<file path="src/rtl/operand_fetch.sv">
// Register file and operand stage feeding the 16-bit ALU.
// Reads a = R[rd] and b = R[rs] or imm, with write-back bypass.
// A per-register pending scoreboard stalls read-after-write hazards.
module operand_fetch #(
  parameter int DW = 16,
  parameter int AW = 3
) (
  input  logic          clk,
  input  logic          rst_n,
  input  logic          in_valid,
  output logic          in_ready,
  input  logic [AW-1:0] in_rd,
  input  logic [AW-1:0] in_rs,
  input  logic          in_use_imm,
  input  logic [DW-1:0] in_imm,
  input  logic [2:0]    in_com,
  input  logic          in_we,
  output logic          out_valid,
  input  logic          out_ready,
  output logic [DW-1:0] alu_a,
  output logic [DW-1:0] alu_b,
  output logic [2:0]    alu_com,
  output logic [AW-1:0] out_rd,
  output logic          out_we,
  input  logic          wb_en,
  input  logic [AW-1:0] wb_addr,
  input  logic [DW-1:0] wb_data,
  input  logic          flush
);

  localparam int NREG = 1 << AW;

  logic [DW-1:0]   regs [NREG];
  logic [NREG-1:0] pend;
  logic [NREG-1:0] pend_nxt;
  logic            wb_hit_rd;
  logic            wb_hit_rs;
  logic            hazard;
  logic            accept;
  logic [DW-1:0]   rd_val;
  logic [DW-1:0]   rs_val;

  // Bypassed reads, hazard detection and the stage handshake
  always_comb begin
    wb_hit_rd = wb_en && (wb_addr == in_rd);
    wb_hit_rs = wb_en && (wb_addr == in_rs);
    rd_val    = wb_hit_rd ? wb_data : regs[in_rd];
    rs_val    = wb_hit_rs ? wb_data : regs[in_rs];
    hazard    = (pend[in_rd] && !wb_hit_rd) ||
                (!in_use_imm && pend[in_rs] && !wb_hit_rs);
    in_ready  = (!out_valid || out_ready) && !hazard && !flush;
    accept    = in_valid && in_ready;
  end

  // Scoreboard update: clears applied first so a same-cycle set wins
  always_comb begin
    pend_nxt = pend;
    if (wb_en)
      pend_nxt[wb_addr] = 1'b0;
    if (flush && out_valid && out_we)
      pend_nxt[out_rd] = 1'b0;
    if (accept && in_we)
      pend_nxt[in_rd] = 1'b1;
  end

  // Register file write port; writes land regardless of stall or flush
  always_ff @(posedge clk or negedge rst_n) begin
    if (!rst_n) begin
      for (int unsigned i = 0; i < NREG; i++)
        regs[i] <= '0;
    end else if (wb_en) begin
      regs[wb_addr] <= wb_data;
    end
  end

  // Pending-write scoreboard state
  always_ff @(posedge clk or negedge rst_n) begin
    if (!rst_n)
      pend <= '0;
    else
      pend <= pend_nxt;
  end

  // Output operation register: flush beats accept, drain keeps data
  always_ff @(posedge clk or negedge rst_n) begin
    if (!rst_n) begin
      out_valid <= 1'b0;
      alu_a     <= '0;
      alu_b     <= '0;
      alu_com   <= 3'b000;
      out_rd    <= '0;
      out_we    <= 1'b0;
    end else if (flush) begin
      out_valid <= 1'b0;
    end else if (accept) begin
      out_valid <= 1'b1;
      alu_a     <= rd_val;
      alu_b     <= in_use_imm ? in_imm : rs_val;
      alu_com   <= in_com;
      out_rd    <= in_rd;
      out_we    <= in_we;
    end else if (out_ready) begin
      out_valid <= 1'b0;
    end
  end

endmodule

</file>
<file path="config.mk">
export PLATFORM = sky130hd
export DESIGN_NAME = operand_fetch
export DESIGN_NICKNAME = d
export VERILOG_FILES = /design/src/rtl/operand_fetch.sv
export SDC_FILE = /design/constraint.sdc
export NUM_CORES = 1
export LEC_CHECK = 0
export CAP_MARGIN = 20
export CELL_PAD_IN_SITES_DETAIL_PLACEMENT = 0
export CELL_PAD_IN_SITES_GLOBAL_PLACEMENT = 1
export CORE_MARGIN = 2
export CORE_UTILIZATION = 40
export CTS_BUF_LIST = sky130_fd_sc_hd__clkbuf_4
export CTS_CLUSTER_SIZE = 25
export DETAILED_ROUTE_END_ITERATION = 10
export MAX_ROUTING_LAYER = met4
export PLACE_DENSITY_LB_ADDON = 0.1
export SLEW_MARGIN = 20
export SYNTH_ARGS = -nofsm -noshare
export SYNTH_HDL_FRONTEND = slang
export SYNTH_SLANG_ARGS = --single-unit
</file>
<file path="constraint.sdc">
create_clock -name clk -period 2.66 [get_ports clk]
set_input_delay 0.399 -clock clk [delete_from_list [all_inputs] [get_ports clk]]
set_output_delay 0.399 -clock clk [all_outputs]
set_load 0.005 [all_outputs]
</file>
==> flow_metrics.tcl <==
set metrics [dict create \
    crit_fanout 3 \
    clkLatencyLatePin_ns 0.59 \
    num-fill-cells 2102 \
    cts.clk_slew.worst_paths_ns 0.17 \
    startpoint "pend[6]" \
    rows 56 \
    routed_wl_um 26530 \
    worstMarginPinSlew_ns 0.5737 \
    synth_cell_types 39 \
    synth.mux.area_fraction_pct 37.62 \
    r2r-start "pend[6]" \
    syn_inst 713 \
    worst_r2r_path_depth 7 \
    root_buffer "clkbuf_4" \
    p_leak_nw 4.797 \
    first_global_vias 6905 \
    hold_class "input pin to register" \
    setup_ws_ns 0.1548 \
    syn_area_um2 9407 \
    synth_ff_type "dfrtp_1" \
    final_common_cell "mux2_2" \
    drc 0 \
    yosys_warnings 0 \
    area_growth_pct 20.33 \
    synth-adder-area-share_pct 0 \
    slew_headroom_pct 61.62 \
    nets 862 \
    via_per_inst 5.747 \
    async_reset_ff_share_pct 100.0 \
    worstPathRequired_ns 2.26 \
    synth_top_family_by_area "multiplexers" \
    rsz0062_at_grt "no" \
    pre_cts_slack_ns -0.005470 \
    die_h_um 157.4 \
    synth_compound_area_share_pct 6.451 \
    dp.cells 1108 \
    r2r_setup_slack_ns 0.53 \
    grt_max_degree 64 \
    crit_end "in_ready" \
    finalSetupTns_ns 0 \
    p_total_mw 8.134 \
    htreeDepth 4 \
    slowest_delay_ns 0.46 \
    path_class "register to output pin" \
    irDropWorstVdd_uv 326.9 \
    numCtsBuffers 17 \
    track_usage_pct 22.95 \
    finalSetupViolCount 0 \
    worst_setup_path_end_kind "output pin" \
    ys_top_cells_by_area "dfrtp_1 47%, mux2_2 22%, mux4_2 11%, mux2i_1 4.3%, o21ai_0 1.7%" \
    cts_tree "done" \
    hold_viol_final 0 \
    cts_buffer_depth 2 \
    cp_slowest_cell "mux4_2" \
    core-area_um2 23260 \
    clock_sinks 176 \
    syn-num-nets 765 \
    vias 6575 \
    start_util_pct 40.44 \
    dieArea_um2 24760 \
    synth_top_area_share_pct 46.82 \
    ys_ff_latch 176 \
    ant_nets 0 \
    dpl.hpwl_um 17540 \
    drv_cap 0 \
    power.density_nw_per_um2 718.6 \
    grt_pass1_wl_um 40830 \
    startpoint_type "register" \
    path_cells "mux4_2 > mux2_2 > nand2_1 > and3_1 > clkbuf_2" \
    finalMaxSlewViolations 0 \
    arrival_ns 2.11 \
    gp_congestion 0.7970 \
    finalCritPeriodShare_pct 94.18 \
    finalClockSkew_ns 0.02641 \
    syn_area_per_cell_um2 13.19 \
    yosysTopAreaCell "dfrtp_1" \
    timing.rr.end "alu_a[15]" \
    layout_min_cycle_time_ns 2.505 \
    drt-initial-drc-count 451 \
    drive_gt1_share_pct 39.73 \
    ios 93 \
    portBuffers 92 \
    synth-simple-area-share_pct 4.948 \
    fmax_mhz 399.2 \
    drt-pass1-iter-count 4 \
    status "finished clean" \
    antenna_found_initial 2 \
    overflow 0 \
    wl_per_cell_um 23.19 \
    ys_seq_area_share_pct 46.82 \
    die_w_um 157.4 \
    synth_xor_area_share_pct 0.5587 \
    fin_cells 1144 \
    synth_edf_count 0 \
    layout_common_cells "180 x mux2_2, 176 x dfrtp_1, 85 x clkdlybuf4s50_1" \
]
## stage by stage
| stage | area (um2) | util [%] | hold slack (ns) |
|---|---|---|---|
| after global placement | 10950 | 47.09 | 0.4019 |
| after floorplan | 9407 | - | 0.1034 |
| final | 11320 | 48.66 | 0.1070 |
| after CTS | 11320 | 48.65 | 0.07438 |
| after detailed placement | 10950 | 47.09 | 0.4102 |
| after global routing | 11320 | 48.66 | 0.1010 |
## area by class of cell
class	count	area, um2	area share, %
Antenna cell	2	5.005	0.04422
Clock buffer	17	127.6	1.128
Tap cell	319	399.1	3.526
Inverter	14	52.55	0.4643
Timing Repair Buffer	145	1443	12.75
Clock inverter	15	219.0	1.935
Sequential cell	176	4404	38.91
Multi-Input combinational cell	456	4668	41.24
## logic make-up after synthesis
logic type,after synthesis
AOI/OAI and AO/OA,85
xor gates and xnor gates,6
buffers and inverters,81
DFF,176
muxes,270
and+or+nand+nor,95
## routing by layer
| metal | track usage, % | wire length (um) | share of wire, % |
|---|---|---|---|
| met1 | 29.66 | 11760 | 44 |
| met3 | 4.130 | 1201 | 4.5 |
| met2 | 36.56 | 12930 | 49 |
| met5 | - | 0 | 0 |
| met4 | 8.052 | 637 | 2.4 |
## timing repair
action | CTS | global route
cloned | 0 | 0
endpoints found under the setup margin | 1 | 1
buffers inserted | 1 | 0
endpoints found under the hold margin | 54 | 0
gates resized for setup | 1 | 2
hold buffers | 1 | 0
## cells in the mapped netlist, drive strengths merged (2+ instances only)
library cell    n
nor2b          12
and2            4
nand3b          2
clkbuf         35
o22a            3
a221oi         17
nand4           6
nor3            2
buf            32
o211ai          6
a22oi           3
xnor2           6
mux4           48
o21ai          32
o41ai           4
o2bb2ai         3
nor2           12
a21oi           7
inv            14
o311ai          2
nand3          14
o31ai           4
nand2b          4
nand2          36
dfrtp         176
mux2          182
mux2i          40
## where the power goes
| group | internal [mW] | switching, mW | leakage [nW] |
|---|---|---|---|
| clock network | 0.782 | 1.04 | 0.184 |
| logic | 1.58 | 0.882 | 2.48 |
| registers | 3.36 | 0.487 | 2.13 |
## sequential cells by signal, indices dropped and copies added, names as in the netlist
register / flops
alu_b: 16
out_we: 1
out_valid: 1
out_rd: 3
regs: 128
alu_com: 3
pend: 8
alu_a: 16
## worst max-delay path: cells and delay by family (launching register included)
family	cells	cell delay, ns
flops	1	0.44
mux	2	0.74
buf+inv	1	0.11
simple gates	2	0.23
## how the worst min path moves through the flow
stage | from | to | slack (ns) | depth (start not counted)
after global placement | rst_n | alu_a[9] | 0.40 | 1
after detailed placement | rst_n | alu_a[9] | 0.41 | 1
after CTS | in_rd[0] | pend[4] | 0.07 | 2
after floorplan | rst_n | alu_a[0] | 0.10 | 0
after global routing | in_rd[0] | pend[4] | 0.10 | 2
final | in_rd[0] | pend[4] | 0.11 | 2
Power figures use the tool's default switching activity.
